<file path="src/rtl/conv_out_requant_pkg.sv">
// rtl/conv_out_requant_pkg.sv - shared widths, FSM encoding and requant helper
//
// Purpose: constants and types shared by conv_out_requant and pe_out_fifo.
// Contents:
//   WID_ACC / WID_OUT / FRAC_BITS / FIFO_DEPTH / K  - datapath and frame geometry
//   state_t                                         - control FSM encoding
//   rq_t, requant()                                 - shift, ReLU and saturation
package conv_out_requant_pkg;

  localparam int WID_ACC     = 36;
  localparam int WID_OUT     = 16;
  localparam int FRAC_BITS   = 8;
  localparam int FIFO_DEPTH  = 16;
  localparam int K           = 3;
  localparam int WID_EXT     = WID_ACC + 2;
  localparam int AFULL_LEVEL = FIFO_DEPTH - 4;

  localparam logic signed [WID_EXT-1:0] ROUND_HALF = WID_EXT'(1) <<< (FRAC_BITS - 1);
  localparam logic signed [WID_EXT-1:0] OUT_MAX    = WID_EXT'((1 << (WID_OUT - 1)) - 1);
  localparam logic signed [WID_EXT-1:0] OUT_MIN    = ~OUT_MAX;

  typedef enum logic [1:0] {
    S_IDLE  = 2'd0,
    S_RUN   = 2'd1,
    S_DRAIN = 2'd2,
    S_DONE  = 2'd3
  } state_t;

  typedef struct packed {
    logic               sat;
    logic [WID_OUT-1:0] data;
  } rq_t;

  // Second pipeline stage: drop fraction bits of the rounded sum, optional
  // ReLU, then clamp into the signed output range. ReLU is applied first so a
  // large negative input under ReLU yields 0 without flagging saturation.
  function automatic rq_t requant(input logic signed [WID_EXT-1:0] sum,
                                  input logic                      relu);
    logic signed [WID_EXT-1:0] q;
    rq_t r;
    q = sum >>> FRAC_BITS;
    if (relu && q[WID_EXT-1]) q = '0;
    if (q > OUT_MAX) begin
      r.sat  = 1'b1;
      r.data = OUT_MAX[WID_OUT-1:0];
    end else if (q < OUT_MIN) begin
      r.sat  = 1'b1;
      r.data = OUT_MIN[WID_OUT-1:0];
    end else begin
      r.sat  = 1'b0;
      r.data = q[WID_OUT-1:0];
    end
    return r;
  endfunction

endpackage

</file>
<file path="src/rtl/pe_out_fifo.sv">
// rtl/pe_out_fifo.sv - synchronous first-word-fall-through output FIFO
//
// Purpose: holds requantized pixels (plus side bits) until the consumer takes them.
// Ports:
//   clk, rst        clock, asynchronous active-low reset
//   push, push_data write request and word; accepted if not full or popping
//   pop             consumer accepts head word (ignored when empty)
//   pop_data        head word, 0 while empty
//   count           occupancy 0..DEPTH
//   full, empty     occupancy flags
//   afull           count >= AFULL
module pe_out_fifo #(
  parameter int WIDTH = 17,
  parameter int DEPTH = 16,
  parameter int AFULL = 12
) (
  input  logic               clk,
  input  logic               rst,
  input  logic               push,
  input  logic [WIDTH-1:0]   push_data,
  input  logic               pop,
  output logic [WIDTH-1:0]   pop_data,
  output logic [$clog2(DEPTH):0] count,
  output logic               full,
  output logic               empty,
  output logic               afull
);

  localparam int AW = $clog2(DEPTH);

  logic [WIDTH-1:0] mem [DEPTH];
  logic [AW-1:0]    wr_ptr;
  logic [AW-1:0]    rd_ptr;
  logic             wr_en;
  logic             rd_en;

  assign empty = (count == '0);
  assign full  = (count == (AW+1)'(DEPTH));
  assign afull = (count >= (AW+1)'(AFULL));

  // A pop frees a slot in the same cycle, so a full FIFO can still take a push.
  assign rd_en = pop && !empty;
  assign wr_en = push && (!full || rd_en);

  assign pop_data = empty ? '0 : mem[rd_ptr];

  always_ff @(posedge clk) begin
    if (wr_en) mem[wr_ptr] <= push_data;
  end

  always_ff @(posedge clk or negedge rst) begin
    if (!rst) begin
      wr_ptr <= '0;
      rd_ptr <= '0;
      count  <= '0;
    end else begin
      if (wr_en) wr_ptr <= wr_ptr + 1'b1;
      if (rd_en) rd_ptr <= rd_ptr + 1'b1;
      case ({wr_en, rd_en})
        2'b10:   count <= count + 1'b1;
        2'b01:   count <= count - 1'b1;
        default: count <= count;
      endcase
    end
  end

endmodule

</file>
<file path="src/rtl/conv_out_requant.sv">
// rtl/conv_out_requant.sv - convolver output stage: crop, bias, requantize, queue
//
// Purpose: takes the raw MAC stream, drops line-buffer wrap columns, adds bias,
// rounds/requantizes to WID_OUT signed with optional ReLU and queues results.
// Ports:
//   clk, rst                    clock, asynchronous active-low reset
//   start                       pulse in IDLE: latch config, begin frame
//   img_width, img_height       input image W, H
//   bias, relu_en               per-filter bias (pixel Q format), ReLU enable
//   in_valid, in_mac            MAC stream beat
//   out_data, out_valid,
//   out_ready, out_last         FWFT output handshake, last pixel of frame
//   fifo_afull                  FIFO occupancy >= FIFO_DEPTH-4
//   busy, done                  not idle / 1-cycle frame-complete pulse
//   sat_flag, drop_flag         sticky saturation / FIFO-overflow flags
module conv_out_requant
  import conv_out_requant_pkg::*;
(
  input  logic               clk,
  input  logic               rst,
  input  logic               start,
  input  logic [7:0]         img_width,
  input  logic [7:0]         img_height,
  input  logic [WID_OUT-1:0] bias,
  input  logic               relu_en,
  input  logic               in_valid,
  input  logic [WID_ACC-1:0] in_mac,
  output logic [WID_OUT-1:0] out_data,
  output logic               out_valid,
  input  logic               out_ready,
  output logic               out_last,
  output logic               fifo_afull,
  output logic               busy,
  output logic               done,
  output logic               sat_flag,
  output logic               drop_flag
);

  state_t             state;
  logic [7:0]         width_r;
  logic [7:0]         height_r;
  logic [WID_OUT-1:0] bias_r;
  logic               relu_r;
  logic [7:0]         col;
  logic [7:0]         row;
  logic [7:0]         last_col;
  logic [7:0]         last_row;
  logic               beat;
  logic               kept;
  logic               frame_end;

  logic signed [WID_EXT-1:0] mac_ext;
  logic signed [WID_EXT-1:0] bias_ext;
  logic signed [WID_EXT-1:0] sum;
  rq_t                       rq;

  logic                      s1_v;
  logic                      s1_last;
  logic signed [WID_EXT-1:0] s1_sum;
  logic                      s2_v;
  logic                      s2_last;
  logic [WID_OUT-1:0]        s2_data;

  logic [$clog2(FIFO_DEPTH):0] fifo_count;
  logic                        fifo_full;
  logic                        fifo_empty;

  assign last_col  = width_r - 8'(K);
  assign last_row  = height_r - 8'(K);
  assign beat      = (state == S_RUN) && in_valid;
  assign kept      = beat && (col <= last_col);
  assign frame_end = kept && (row == last_row) && (col == last_col);

  // Full-precision stage 1: bias is moved into accumulator scale and half an
  // output LSB added so the later arithmetic shift rounds to nearest.
  assign mac_ext  = WID_EXT'(signed'(in_mac));
  assign bias_ext = WID_EXT'(signed'(bias_r));
  assign sum      = mac_ext + (bias_ext <<< FRAC_BITS) + ROUND_HALF;
  assign rq       = requant(s1_sum, relu_r);

  assign busy      = (state != S_IDLE);
  assign out_valid = !fifo_empty;

  always_ff @(posedge clk or negedge rst) begin
    if (!rst) begin
      state     <= S_IDLE;
      width_r   <= '0;
      height_r  <= '0;
      bias_r    <= '0;
      relu_r    <= 1'b0;
      col       <= '0;
      row       <= '0;
      done      <= 1'b0;
      sat_flag  <= 1'b0;
      drop_flag <= 1'b0;
      s1_v      <= 1'b0;
      s1_last   <= 1'b0;
      s1_sum    <= '0;
      s2_v      <= 1'b0;
      s2_last   <= 1'b0;
      s2_data   <= '0;
    end else begin
      done <= 1'b0;

      case (state)
        S_IDLE: begin
          if (start) begin
            width_r   <= img_width;
            height_r  <= img_height;
            bias_r    <= bias;
            relu_r    <= relu_en;
            col       <= '0;
            row       <= '0;
            sat_flag  <= 1'b0;
            drop_flag <= 1'b0;
            // Image smaller than the kernel has no valid window at all.
            if (img_width < 8'(K) || img_height < 8'(K)) begin
              state <= S_DONE;
              done  <= 1'b1;
            end else begin
              state <= S_RUN;
            end
          end
        end
        S_RUN: begin
          if (beat) begin
            if (col == width_r - 8'd1) begin
              col <= '0;
              row <= row + 8'd1;
            end else begin
              col <= col + 8'd1;
            end
          end
          if (frame_end) state <= S_DRAIN;
        end
        S_DRAIN: begin
          if (!s1_v && !s2_v && fifo_count == '0) begin
            state <= S_DONE;
            done  <= 1'b1;
          end
        end
        default: state <= S_IDLE;
      endcase

      s1_v    <= kept;
      s1_last <= frame_end;
      if (kept) s1_sum <= sum;

      s2_v    <= s1_v;
      s2_last <= s1_last;
      if (s1_v) begin
        s2_data <= rq.data;
        if (rq.sat) sat_flag <= 1'b1;
      end

      // Upstream never stalls: a result arriving at a full FIFO with no pop is lost.
      if (s2_v && fifo_full && !out_ready) drop_flag <= 1'b1;
    end
  end

  pe_out_fifo #(
    .WIDTH (WID_OUT + 1),
    .DEPTH (FIFO_DEPTH),
    .AFULL (AFULL_LEVEL)
  ) u_fifo (
    .clk       (clk),
    .rst       (rst),
    .push      (s2_v),
    .push_data ({s2_last, s2_data}),
    .pop       (out_ready),
    .pop_data  ({out_last, out_data}),
    .count     (fifo_count),
    .full      (fifo_full),
    .empty     (fifo_empty),
    .afull     (fifo_afull)
  );

endmodule

</file>
<file path="config.mk">
export PLATFORM = sky130hd
export DESIGN_NAME = conv_out_requant
export DESIGN_NICKNAME = d
export VERILOG_FILES = /design/src/rtl/conv_out_requant_pkg.sv /design/src/rtl/pe_out_fifo.sv /design/src/rtl/conv_out_requant.sv
export SDC_FILE = /design/constraint.sdc
export NUM_CORES = 1
export LEC_CHECK = 0
export CAP_MARGIN = 0
export CORE_ASPECT_RATIO = 2
export CORE_UTILIZATION = 38
export DETAILED_ROUTE_END_ITERATION = 16
export GPL_TIMING_DRIVEN = 0
export SYNTH_ARGS = -nofsm -noshare
export SYNTH_HDL_FRONTEND = slang
export SYNTH_SLANG_ARGS = --single-unit
</file>
<file path="constraint.sdc">
create_clock -name clk -period 3.7 [get_ports clk]
set_clock_uncertainty 0.2 [all_clocks]
set_input_delay 0.74 -clock clk [delete_from_list [all_inputs] [get_ports clk]]
set_output_delay 0.74 -clock clk [all_outputs]
set_load 0.01 [all_outputs]
</file>
==> Word-level counts from Yosys, hierarchy flattened <==
Memory sizes are Yosys's and may differ from the RTL's.
Cells that the tools add are included.
{ "classes": {"n_addsub": 11, "order_cmp": 6, "n_eq_ne": 13, "n_mux": 30, "n_reduce_logical": 30} }
{ "ops": {"columns": ["cell", "count"], "rows": [
  ["2-to-1 mux 17 bit", 3],
  ["2-to-1 mux 8 bit", 5],
  ["adder 37 x 9 -> 38 bit (second input constant)", 1],
  ["> comparator 38 x 16 -> 1 bit (second input constant)", 1],
  ["< comparator 38 x 16 -> 1 bit (second input constant)", 1],
  ["2-to-1 mux 38 bit", 1],
  ["adder 36 x 24 -> 37 bit", 1],
  ["one-hot mux 8 bit (2 select lines)", 2],
  ["== test 8 bit", 3],
  ["adder 8 x 1 -> 8 bit (second input constant)", 2],
  ["< comparator 8 x 2 -> 1 bit (second input constant)", 2],
  ["subtractor 8 x 2 -> 8 bit (second input constant)", 2],
  ["2-to-1 mux 1 bit", 12],
  ["logical AND 1 bit", 11],
  ["one-hot mux 5 bit (2 select lines)", 1],
  ["nonzero test 2 bit", 5],
  ["adder 4 x 1 -> 4 bit (second input constant)", 2],
  ["less-or-equal comparator 8 bit", 1],
  ["2-to-1 mux 2 bit", 4],
  ["!= test 2 bit (second input constant)", 4],
  ["subtractor 8 x 1 -> 8 bit (second input constant)", 1],
  ["one-hot mux 2 bit (3 select lines)", 1],
  ["AND reduction 3 bit", 2],
  ["adder 5 x 1 -> 5 bit (second input constant)", 1],
  ["13 further kinds", 21]
]} }
{ "word_totals": {"ff_bits": 125, "ram_bits": 272, "inputBits": 74, "out_inout_bits": 23, "elab_cells": 110, "memories": 1} }
{ "mem_list": {"columns": ["name", "words", "width", "read_ports", "rd_clocked_by_memory_dff", "wr", "line", "rtl"], "rows": [
  ["u_fifo.mem", 16, 17, 1, 0, 1, "pe_out_fifo.sv:31", "logic [WIDTH-1:0] mem [DEPTH];"]
]} }

==> Logic depth before layout (Yosys ltp) <==
Gate-level depths: netlist (run 1).
{ "logic_depth": {"word_depth": 7, "mapped_depth": 15, "depth_no_buf": 13} }

==> Cells and area by module <==
A second synthesis (run 1) with hierarchy kept.
{ "hier_totals": {"hier_cells": 1265, "area_unflattened_um2": 18104.9} }
{ "by_module_without_submodules": {"columns": ["mod", "instances", "cells_per_inst", "area_each_um2", "seq_area_each_um2"], "rows": [
  ["pe_out_fifo", 1, 550, 11433.5, 8493.1],
  ["conv_out_requant", 1, 715, 6671.4, 2602.5]
]} }

==> Worst setup path before layout (run 1) <==
No wires, ideal clock.
{ "synth_path": {"path_type": "flip-flop to flip-flop", "start": "register width_r[2]", "end": "register state[1]", "setup_ns": 0.128, "t_arrival_ns": 3.045, "t_required_ns": 3.372, "setup_slack_ns": 0.328, "path_stages_with_launch": 15, "path_buffers": 2, "synth_period_minus_slack_ns": 3.372, "cell_sequence": "dfrtp_1 buf_6 or3_4 a21oi_1 xnor2_1 ha_1 a21o_1 a21oi_1 nor2b_1 o21ai_0 o2111ai_1 clkbuf_1 nand4b_2 a221oi_2 mux2_1"} }
{ "synth_between": {"elab_chain_cells": 7, "word_cells_on_any_way": 8, "cone_classes": "add/sub (1); order compare (1); eq/ne (2); reduce/logical (4)"} }
{ "synth_rtl": {"columns": ["element", "line", "rtl"], "rows": [
  ["from (decl)", "conv_out_requant.sv:40", "logic [7:0] width_r;"],
  ["from (signal assigned)", "conv_out_requant.sv:108", "width_r <= img_width;"],
  ["subtractor 8 x 2 -> 8 bit (*)", "conv_out_requant.sv:68", "assign last_col = width_r - 8'(K);"],
  ["less-or-equal comparator 8 bit", "conv_out_requant.sv:71", "assign kept = beat && (col <= last_col);"],
  ["logical AND 1 bit", "conv_out_requant.sv:71", null],
  ["logical AND 1 bit", "conv_out_requant.sv:72", "assign frame_end = kept && (row == last_row) && (col == last_col);"],
  ["logical AND 1 bit (*)", "conv_out_requant.sv:72", null],
  ["!= test 2 bit (no line) (*)", null, null],
  ["AND reduction 3 bit (no line) (*)", null, null],
  ["to (signal assigned)", "conv_out_requant.sv:86", "state <= S_IDLE;"],
  ["to (signal assigned)", "conv_out_requant.sv:118", "state <= S_DONE;"],
  ["to (signal assigned)", "conv_out_requant.sv:121", "state <= S_RUN;"],
  ["to (decl)", "conv_out_requant.sv:39", "state_t state;"]
]} }
Every way passes the cells marked *; elsewhere a longest branch is shown, timed or not.
A chain may end at the register's enable or synchronous reset.

==> Final worst setup path (run 1) <==
{ "layout_path": {"start": "register u_fifo.rd_ptr[0]", "end": "output port out_data[9]"} }
{ "layout_between": {"elab_chain_cells": 2} }
{ "layout_rtl": {"columns": ["element", "line", "rtl"], "rows": [
  ["from (decl)", "pe_out_fifo.sv:33", "logic [AW-1:0] rd_ptr;"],
  ["from (signal assigned)", "pe_out_fifo.sv:58", "if (rd_en) rd_ptr <= rd_ptr + 1'b1;"],
  ["memory (16 x 17 bit)", null, null],
  ["2-to-1 mux 17 bit", "pe_out_fifo.sv:45", "assign pop_data = empty ? '0 : mem[rd_ptr];"],
  ["to (decl)", "conv_out_requant.sv:28", "output logic [WID_OUT-1:0] out_data,"]
]} }
Every way passes these cells.

==> reports/qor.tcl, run 1 <==
set qor(nets) 1464
set qor(post_synth_top_flop) {edfxtp_1}
set qor(clock_path_buffers) 3
set qor(ys_warn_count) 0
set qor(antenna_found_initial) 0
set qor(synth_cells) 1170
set qor(cts_inserted_buffers) 34
set qor(final-setup-viol-count) 0
set qor(postRouteAntennaNets) 0
set qor(globalplace.congestion) 0.8528
set qor(finalInstanceArea_um2) 21170
set qor(setup_tns_ps) 0
set qor(start_util_pct) 38.37
set qor(sw_frac_of_total_pct) 34.37
set qor(die_width_um) 153.9
set qor(detail_route.drc_violations) 0
set qor(insertion_delay_ps) 540
set qor(postSynth.asyncResetShare_pct) 30.08
set qor(powerDensity_nw_per_um2) 801.9
set qor(design.die.area_um2) 47050
set qor(fillers) 3981
set qor(wl_um) 42740
set qor(via_count) 10360
set qor(root_buffer) {clkbuf_16}
set qor(post_synthesis_share_of_cell_area_spent_on_xor_and_xnor_gates_pct) 3.347
set qor(regToRegStartpoint) {width_r[3]}
set qor(dominant_combinational_cell_family_by_area_after_synthesis) {multiplexers}
set qor(place.detailed.instances) 1845
set qor(tightest_slew_ps) 813.6
set qor(number_of_vias_per_cell) 5.381
set qor(cts_sinks) 389
set qor(synth_enable_flop_cells) 272
set qor(grt_overflow) 0
set qor(core_area_um2) 45690
set qor(areaGrowthSynthToFinish_pct) 20.78
set qor(synth_sequential_area_ratio_pct) 63.29
set qor(setup.worst_path.start_class) {register}
set qor(n_antenna_cell) 0
set qor(max_clock_freq_mhz) 274.1
set qor(critPathMaxStageDelay_ps) 520
set qor(finalWorstPathRequiredPeriod_ps) 3648
set qor(avgSynthCellArea_um2) 14.98
set qor(cts_tree) {done}
set qor(layout_worst_path_cycle_share_pct) 98.59
set qor(data_arrival_critical_path_ps) 2710
set qor(largest_fanout_on_the_critical_path) 8
set qor(pwr-share-seq_pct) 37.0
set qor(layout.core_utilization_pct) 46.34
set qor(critPathRequiredTime_ps) 2760
set qor(wl_per_cell_um) 22.20
set qor(logic_gate_share_of_total_power_pct) 40.4
set qor(drive_gt1_share_pct) 22.06
set qor(dr.pass1.iters) 5
set qor(run_status) {completed}
set qor(ports_placed_on_the_boundary) 97
set qor(share_clk_of_total_power_pct) 22.7
set qor(post_synth_and_or_nand_nor_area_fraction_pct) 7.044
set qor(yosysUniqueCellTypes) 71
set qor(synth_compound_gate_area_share_pct) 6.873
set qor(number_of_global_route_vias_before_repair) 11170
set qor(syn-cell-area_um2) 17530
set qor(hold_startpoint) {s1_last}
set qor(cellInternalPower_uw) 11140
set qor(drv_cap) 0
set qor(synth-adder-area-share_pct) 4.083
set qor(gr-usage-all-layers_pct) 18.70
set qor(yosys_register_bits) 389
set qor(report.final.hold_viol_count) 0
set qor(leakage_uw) 0.007768
set qor(clk_pin_slew_worst_paths_ps) 70
set qor(slew_headroom_pct) 45.76
set qor(synth.mux.area_fraction_pct) 13.17
set qor(first_iter_violations) 659
set qor(report.final.slew_viol_count) 0
set qor(die_y_um) 305.8
set qor(critPathCaptureType) {primary output}
set qor(critPathLaunch) {u_fifo.rd_ptr[0]}
set qor(dp.final_hpwl_um) 31540
set qor(detailed_place.area_um2) 19500
set qor(htreeDepth) 2
set qor(pin_count_of_the_biggest_net_entering_global_routing) 87
set qor(worstPathCellList) {buf_12, buf_12, mux4_2, mux4_2, nor2b_1, clkdlybuf4s15_1}
set qor(syn_nets) 1300
set qor(num_rows) 111
set qor(fin_cells) 1925
set qor(crit_path_top_delay_cell) {mux4_2}
set qor(switchingPower_uw) 5836
set qor(path_class) {reg2out}
set qor(port-buffer-count) 89
set qor(ir_drop_v) 0.0004400
set qor(grt_pass1_wl_um) 65190
set qor(worstHoldPathType) {reg2reg}
## cells in the mapped netlist (8+ instances only)
cell type / number / share of area (%)
o21ai_0: 60 / 1.7
inv_1: 36 / 0.77
nand3_1: 22 / 0.63
clkbuf_1: 38 / 0.81
a21o_1: 15 / 0.64
nand2b_1: 8 / 0.29
dfrtp_1: 117 / 17
ha_1: 54 / 3.9
nor2_1: 54 / 1.2
nor3_1: 12 / 0.34
mux2_2: 34 / 2.2
nor2b_1: 22 / 0.79
nand4_1: 10 / 0.36
and3_1: 10 / 0.36
xnor2_1: 37 / 1.8
edfxtp_1: 272 / 47
nor4_1: 12 / 0.43
xor2_1: 30 / 1.5
nand2_1: 70 / 1.5
buf_2: 9 / 0.26
mux4_2: 85 / 11
a21oi_1: 71 / 2.0
## final timing paths
kind                                        end  slack [ps]  depth (start not counted)
worst max-delay path                out_data[9]          50                          6
worst min-delay path                    s2_last         160                          0
worst max register to register         state[1]         270                         13
worst min register to register          s2_last         160                          0
max in group asynchronous            bias_r[11]        2050                          3
min in group asynchronous       u_fifo.count[0]         450                          2
## kinds of logic (layout without fill, tap and decap cells)
kind of cell / after synthesis / in the layout
AOI/OAI and AO/OA: 200 / 200
xor gates and xnor gates: 67 / 67
adders and majority gates: 56 / 56
buffers and inverters: 93 / 283
DFF: 389 / 389
muxes: 120 / 120
and+or+nand+nor: 245 / 245
## critical path: cells and delay by family, from the launching register on
kind	cells	cell delay [ps]
multiplexers	2	1030
buffers and inverters	3	530
flip-flops	1	450
AND/OR/NAND/NOR	1	150
## flip-flops by register name (all words and copies together), names as in the netlist, 2 cells and up
signal	flops
state	2
bias_r	16
u_fifo.wr_ptr	4
col	8
u_fifo.count	5
u_fifo.mem	272
row	8
s2_data	16
width_r	8
u_fifo.rd_ptr	4
height_r	8
s1_sum	30
## final cells by class
type | count | area [um^2] | area share (%)
tap | 565 | 706.9 | 3.339
sequential | 389 | 11100 | 52.42
inverter | 37 | 138.9 | 0.6559
timing repair buffer | 132 | 1429 | 6.748
multi-input combinational | 688 | 6172 | 29.15
clock inverter | 20 | 276.5 | 1.306
clock buffer | 42 | 922.1 | 4.355
buffer | 52 | 429.2 | 2.027
## layer usage
metal  part of all wire (%)  vias to the layer above  GRT usage (%)  wire length, um
li1                       -                     4805              -                -
met1                     33                     5239          17.63            14010
met2                     61                      231          39.03            25910
met3                    2.8                       84          1.985             1179
met4                    3.8                        0          8.070             1630
met5                      0                        -              0                0
## cell usage in the layout, fill, tap and decap left out, drive strengths merged, types with 12 or more instances in the layout
cell	synthesis	layout
a21oi	71	71
nand2	70	70
clkdlybuf4s50	0	71
xor2	30	30
nor2	55	55
buf	17	63
edfxtp	272	272
nor4	13	13
ha	54	54
o21ai	63	63
nor2b	22	22
mux2	35	35
dfrtp	117	117
a21o	15	15
inv	37	38
nor3	12	12
mux4	85	85
nand3	22	22
xnor2	37	37
clkinv	0	13
clkbuf	39	88
## timing repair
action | in CTS | in global routing
buffers inserted | 9 | 10
gates cloned | 2 | 0
resized for setup | 121 | 26
setup endpoints to repair | 35 | 27
pin swaps | 3 | 1
endpoints found under the hold margin | 31 | 0
hold buffers | 1 | 0
## per-stage QoR
step,worst slack [ps],hold slack (ps),power (uW)
floorplan,327.7,131.2,10530
global placement,-3216,139.0,12610
detailed placement,-695.6,140.1,12820
CTS,-78.63,169.3,17090
global route,-2.842,192.9,17950
finish,52.26,164.2,16980
## power by group through the flow
stage          Combinational, uW  Sequential (uW)  Clock (uW)
2_1_floorplan               4480             6050           0
3_3_place_gp                6360             6250           0
3_5_place_dp                6520             6300           0
4_1_cts                     6890             6270        3930
5_1_grt                     7500             6370        4080
6_report                    6850             6280        3850
(Power assumes the default switching activity.)
==> inputs of run 2 (changes only) <==
--- a/config.mk
+++ b/config.mk
@@ -8,6 +8,7 @@
 export CAP_MARGIN = 0
 export CORE_ASPECT_RATIO = 2
 export CORE_UTILIZATION = 38
+export CTS_BUF_LIST = sky130_fd_sc_hd__clkbuf_16
 export DETAILED_ROUTE_END_ITERATION = 16
 export GPL_TIMING_DRIVEN = 0
 export SYNTH_ARGS = -nofsm -noshare
==> run 2 against run 1 <==
Setup slack improved by 1.1 ps. Non-clock buffer count unchanged. Cell area is essentially flat. Power fell by 0.33%. Largest power group unchanged.
==> reports/qor.tcl, run 2 (same netlist as run 1, synthesis figures left out) <==
set qor(grt_overflow) 0 ;# unchanged
set qor(path_class) {reg2out}
set qor(die_width_um) 153.9 ;# unchanged
set qor(insertion_delay_ps) 540 ;# about the same
set qor(ir_drop_v) 0.0004393 ;# -0.17%
set qor(n_antenna_cell) 0 ;# unchanged
set qor(leakage_uw) 0.007780 ;# +0.16%
set qor(layout_worst_path_cycle_share_pct) 98.56 ;# about the same
set qor(areaGrowthSynthToFinish_pct) 20.67 ;# about the same
set qor(max_clock_freq_mhz) 274.2 ;# about the same
set qor(hold_ws_ps) 165.2 ;# +1.003 ps
set qor(start_util_pct) 38.37 ;# unchanged
set qor(dp.final_hpwl_um) 31540 ;# unchanged
set qor(setup_tns_ps) 0 ;# unchanged
set qor(tightest_slew_ps) 796.0 ;# -17.56 ps
set qor(core_area_um2) 45690 ;# unchanged
set qor(drv_cap) 0 ;# unchanged
set qor(die_y_um) 305.8 ;# unchanged
set qor(first_iter_violations) 698 ;# +5.9%
set qor(critPathMaxStageDelay_ps) 520 ;# about the same
set qor(run_status) {completed}
set qor(report.final.slew_viol_count) 0 ;# unchanged
set qor(layout_common_cells) {edfxtp_1, dfrtp_1, mux4_2, clkdlybuf4s50_1}
set qor(report.final.hold_viol_count) 0 ;# unchanged
set qor(powerDensity_nw_per_um2) 800.0 ;# -0.24%
set qor(worstPathCellList) {buf_12, buf_12, mux4_2, mux4_2, nor2b_1, clkdlybuf4s15_1}
set qor(largestRegisters) {u_fifo.mem x272, s1_sum x30}
set qor(number_of_vias_per_cell) 5.380 ;# about the same
set qor(grt_pass1_wl_um) 65120 ;# -0.12%
set qor(crit_path_top_delay_cell) {mux4_2}
set qor(setup.worst_path.start_class) {register}
set qor(design.die.area_um2) 47050 ;# unchanged
set qor(detail_route.drc_violations) 0 ;# unchanged
set qor(num_rows) 111 ;# unchanged
set qor(cts_tree) {done}
set qor(cts_inserted_buffers) 34 ;# unchanged
set qor(nets) 1464 ;# unchanged
set qor(largest_fanout_on_the_critical_path) 8 ;# unchanged
set qor(ports_placed_on_the_boundary) 97 ;# unchanged
set qor(postRouteAntennaNets) 0 ;# unchanged
set qor(largest_register_ffs) 272 ;# unchanged
set qor(layout.cells.most_common) {edfxtp_1}
set qor(dr.pass1.iters) 5 ;# unchanged
set qor(pin_count_of_the_biggest_net_entering_global_routing) 87 ;# unchanged
set qor(finalInstanceArea_um2) 21150 ;# about the same
set qor(detailed_place.area_um2) 19500 ;# unchanged
set qor(critPathCaptureType) {primary output}
set qor(critPathRequiredTime_ps) 2760 ;# about the same
set qor(globalplace.congestion) 0.8528 ;# unchanged
set qor(multiInputGateArea_um2) 6172 ;# unchanged
set qor(gr-usage-all-layers_pct) 18.68 ;# about the same
set qor(largest_register) {u_fifo.mem}
set qor(slew_headroom_pct) 46.93 ;# +1.2 points
set qor(wl_per_cell_um) 22.20 ;# about the same
set qor(port-buffer-count) 89 ;# unchanged
set qor(clock_path_buffers) 3 ;# unchanged
set qor(antenna_found_initial) 0 ;# unchanged
set qor(worstHoldPathType) {reg2reg}
set qor(number_of_global_route_vias_before_repair) 11180 ;# +0.11%
set qor(wl_um) 42730 ;# about the same
set qor(clk_pin_slew_worst_paths_ps) 80 ;# about the same
set qor(final-setup-viol-count) 0 ;# unchanged
set qor(fillers) 3981 ;# unchanged
set qor(htreeDepth) 2 ;# unchanged
set qor(root_buffer) {clkbuf_16}
set qor(total_area_of_sequential_cells_um2) 11100 ;# unchanged
set qor(drive_gt1_share_pct) 21.99 ;# -0.074 points
set qor(cts_sinks) 389 ;# unchanged
set qor(via_count) 10360 ;# -0.019%
set qor(finalWorstPathRequiredPeriod_ps) 3647 ;# -1.061 ps
set qor(data_arrival_critical_path_ps) 2710 ;# about the same
-- run 2: cell count changes in the layout (fill, tap and decap cells not counted), sizes merged --
| cell | before | now |
|---|---|---|
| clkbuf | 88 | 81 |
| inv | 38 | 44 |
| clkinv | 13 | 14 |
-- run 2: worst max-delay path: cells and delay by family (launching register included) --
family	cells	cell delay [ps]
DFF	1	450
buffers and inverters	3	530
muxes	2	1030
and+or+nand+nor	1	150
-- run 2: routing by layer --
metal	GRT usage, %	up-vias	part of all wire [%]
li1	-	4801	-
met1	17.60	5216	32
met2	38.92	252	61
met3	2.013	88	3.2
met4	8.256	0	3.9
met5	0	-	0
-- run 2: final timing paths --
check	startpoint	to	slack, ps	cells past startpoint
max	u_fifo.rd_ptr[0]	out_data[9]	50	6
max in group asynchronous	rst	bias_r[11]	2050	3
min reg2reg	s1_last	s2_last	170	0
min in group asynchronous	rst	u_fifo.count[0]	450	2
min	s1_last	s2_last	170	0
max reg2reg	width_r[3]	state[1]	260	13
-- run 2: area by class of cell --
type	instances	share of cell area (%)
Clock buffer	35	4.140
Clock inverter	27	1.431
Buffer	52	2.029
Sequential cell	389	52.47
Inverter	37	0.6565
Multi-Input combinational cell	688	29.18
Timing Repair Buffer	132	6.755
Tap cell	565	3.342
-- run 2: timing repair --
item | 4_1_cts | 5_1_grt
pin swaps | 3 | 1
hold buffers | 1 | 0
endpoints found under the setup margin | 35 | 27
gates resized for setup | 121 | 26
hold endpoints to repair | 31 | 0
cloned | 2 | 0
buffers inserted | 9 | 10
-- run 2: per-stage QoR --
| stage | power (uW) | utilization [%] | worst slack (ps) | cells |
|---|---|---|---|---|
| final | 16920 | 46.30 | 53.32 | 1925 |
| after global routing | 17890 | 46.30 | -2.842 | 1925 |
| after CTS | 17040 | 46.18 | -78.63 | 1916 |
| after detailed placement | 12820 | 42.68 | -695.6 | 1845 |
| after global placement | 12610 | 41.86 | -3216 | 1824 |
| after floorplan | 10530 | - | 327.7 | 1170 |
-- run 2: report_power, final --
group          total (uW)  leakage [uW]  internal, uW  switching (uW)
sequential           6280       0.00384          5540             739
combinational        6850       0.00333          3380            3460
clock                3800      0.000603          2160            1630
==> inputs of run 3 (changes only) <==
--- a/config.mk
+++ b/config.mk
@@ -7,10 +7,11 @@
 export LEC_CHECK = 0
 export CAP_MARGIN = 0
 export CORE_ASPECT_RATIO = 2
-export CORE_UTILIZATION = 38
+export CORE_UTILIZATION = 60
 export CTS_BUF_LIST = sky130_fd_sc_hd__clkbuf_16
 export DETAILED_ROUTE_END_ITERATION = 16
 export GPL_TIMING_DRIVEN = 0
+export PLACE_DENSITY = 0.8
 export SYNTH_ARGS = -nofsm -noshare
 export SYNTH_HDL_FRONTEND = slang
 export SYNTH_SLANG_ARGS = --single-unit
==> run 3 against run 2 <==
The flow now finishes with violations (negative setup slack). Critical path depth is 2 higher. Clock power shrank 11%. First-iteration DRC count increased by 20%. Die area is 36% lower. Setup slack got worse by 95 ps. Core utilization is 26 points higher. Wire length rose by 4.6%. Maximum frequency shrank 2.5%. Final cell count decreased by 11%. Highest routed layer unchanged.
==> reports/qor.tcl, run 3 (same netlist as run 1, synthesis figures left out) <==
set qor(run_status) {finished, violations left}
set qor(failed_checks) {negative setup slack}
set qor(cts_sinks) 389 ;# unchanged
set qor(cts_tree) {done}
set qor(layout_worst_path_cycle_share_pct) 101.1 ;# +2.6 points
set qor(report.final.hold_viol_count) 0 ;# unchanged
set qor(cts_inserted_buffers) 30 ;# -12%
set qor(dp.final_hpwl_um) 28580 ;# -9.4%
set qor(number_of_global_route_vias_before_repair) 11660 ;# +4.3%
set qor(n_antenna_cell) 0 ;# unchanged
set qor(start_util_pct) 61.00 ;# +23 points
set qor(holdPathStages) 0 ;# unchanged
set qor(wl_per_cell_um) 25.94 ;# +17%
set qor(die_y_um) 243.7 ;# -20%
set qor(layout_common_cells) {edfxtp_1, dfrtp_1, mux4_2, clkdlybuf4s50_1}
set qor(r2r_cells) 14 ;# +1
set qor(wl_um) 44670 ;# +4.6%
set qor(worstPathCellList) {buf_12, buf_6, buf_12, buf_6, mux4_2, mux4_2, nor2b_4, buf_6}
set qor(final-setup-viol-count) 6 ;# +6
set qor(nets) 1468 ;# +0.27%
set qor(clock_path_buffers) 3 ;# unchanged
set qor(grt_overflow) 0 ;# unchanged
set qor(root_buffer) {clkbuf_16}
set qor(final_critical_path_setup_slack_ps) -41.44 ;# -94.76 ps
set qor(regToRegStartpoint) {width_r[3]}
set qor(max_clock_freq_mhz) 267.3 ;# -2.5%
set qor(finalWorstPathRequiredPeriod_ps) 3741 ;# +94.76 ps
set qor(tightest_slew_ps) 797.6 ;# +1.610 ps
set qor(hold_ws_ps) 184.0 ;# +18.85 ps
set qor(insertion_delay_ps) 580 ;# +40 ps
set qor(critical_path.reg2reg.endpoint) {state[1]}
set qor(rsz0062_at_grt) {yes}
set qor(leakage_uw) 0.007746 ;# -0.43%
set qor(first_iter_violations) 840 ;# +20%
set qor(worst_hold_path.endpoint) {s2_last}
set qor(critPathRequiredTime_ps) 2760 ;# about the same
set qor(dr.pass1.iters) 6 ;# +1
set qor(globalplace.congestion) 0.8751 ;# +2.6%
set qor(die_width_um) 122.9 ;# -20%
set qor(htreeDepth) 1 ;# -1
set qor(largest_fanout_on_the_critical_path) 6 ;# -2
set qor(path_class) {reg2out}
set qor(data_arrival_critical_path_ps) 2800 ;# +90 ps
set qor(cpLargestDelayFamily) {multiplexers}
set qor(worstHoldPathType) {reg2reg}
set qor(areaGrowthSynthToFinish_pct) 19.01
set qor(hold_startpoint) {s1_last}
set qor(number_of_vias_per_cell) 6.396 ;# +19%
set qor(largestRegisters) {u_fifo.mem x272, s1_sum x30}
set qor(setup.worst_path.start_class) {register}
set qor(design.die.area_um2) 29950 ;# -36%
set qor(timing.reg2reg.setup_slack_ps) 200 ;# -60 ps
set qor(gr-usage-all-layers_pct) 31.06 ;# +12 points
set qor(critPathMaxStageDelay_ps) 490 ;# -30 ps
set qor(antenna_found_initial) 0 ;# unchanged
set qor(drv_cap) 0 ;# unchanged
set qor(pin_count_of_the_biggest_net_entering_global_routing) 74 ;# -15%
set qor(grt_pass1_wl_um) 66450 ;# +2.0%
set qor(core_area_um2) 28740 ;# -37%
set qor(slew_headroom_pct) 46.77 ;# -0.16 points
set qor(layout.cells.most_common) {edfxtp_1}
set qor(via_count) 11010 ;# +6.3%
set qor(largest_register_ffs) 272 ;# unchanged
set qor(post-place-ws_ps) -465.6 ;# +230.0 ps
set qor(timing.critical_path.mode_cell) {buf_6}
set qor(ir_drop_v) 0.0005514 ;# +26%
set qor(crit_path_top_delay_cell) {mux4_2}
set qor(clk_pin_slew_worst_paths_ps) 80 ;# about the same
set qor(critPathCaptureType) {primary output}
set qor(largest_register) {u_fifo.mem}
set qor(ports_placed_on_the_boundary) 97 ;# unchanged
set qor(postRouteAntennaNets) 0 ;# unchanged
set qor(num_rows) 88 ;# -21%
set qor(detail_route.drc_violations) 0 ;# unchanged
set qor(drive_gt1_share_pct) 22.98 ;# +1.0 points
set qor(timing.critical_path.buf_inv) 5 ;# +2
set qor(powerDensity_nw_per_um2) 807.3 ;# +0.91%
set qor(report.final.slew_viol_count) 0 ;# unchanged
set qor(port-buffer-count) 89 ;# unchanged
run 3: cell types whose count changed in the layout (fill, tap and decap cells not counted), moves of 3 or more:
cell	before	now
clkinvlp_4	0	3
inv_1	41	36
buf_6	13	21
buf_2	6	13
nor2b_4	3	6
clkbuf_2	16	7
nor2b_1	19	15
inv_6	1	4
bufinv_16	6	3
run 3: power breakdown:
group	switching [uW]	total [uW]	internal [uW]
clock network	1590	3390	1800
logic	3650	7180	3540
registers	730	6270	5540
run 3: metrics by stage:
stage               power (uW)  instance area (um^2)  setup TNS, ps  cells  util, %
floorplan                10530                 17530              0   1170        -
global placement         12330                 18870        -554830   1619    65.67
detailed placement       12630                 19230          -6191   1640    66.91
CTS                      16440                 20660         -364.6   1709    71.90
global route             17610                 20860         -621.2   1722    72.60
finish                   16840                 20860         -140.0   1722    72.60
run 3: how the worst max path moves through the flow:
stage                            endpoint              from  cells past startpoint
final                        out_data[12]  u_fifo.rd_ptr[0]                      8
after CTS                    out_data[13]  u_fifo.rd_ptr[0]                      7
after floorplan                  state[1]        width_r[2]                     14
after global routing          out_data[6]  u_fifo.rd_ptr[0]                      8
after global placement    u_fifo.count[0]               rst                      1
after detailed placement     out_data[10]   u_fifo.count[0]                      6
run 3: per-layer routing:
layer | vias to the layer above | global-route usage, % | part of all wire [%] | routed length, um
li1 | 4802 | - | - | -
met1 | 5516 | 31.74 | 31 | 14050
met2 | 540 | 57.91 | 56 | 25120
met3 | 156 | 2.926 | 5.3 | 2359
met4 | 0 | 20.88 | 7.0 | 3145
met5 | - | 0 | 0 | 0
run 3: repair_timing:
action                                  CTS  global route
buffers inserted                         12            14
gates cloned                              2             1
pin swaps                                 2             1
gates resized for setup                 125            55
endpoints found under the hold margin    44             0
hold buffers                              1             0
endpoints found under the setup margin   31            32
run 3: final cells by class:
cell class	instances	area, um^2
clock buffer	32	800.8
clock inverter	24	225.2
buffer	54	434.2
timing repair buffer	138	1504
inverter	37	138.9
multi-input combinational	688	6213
fill	1768	7874
tap	360	450.4
sequential	389	11100
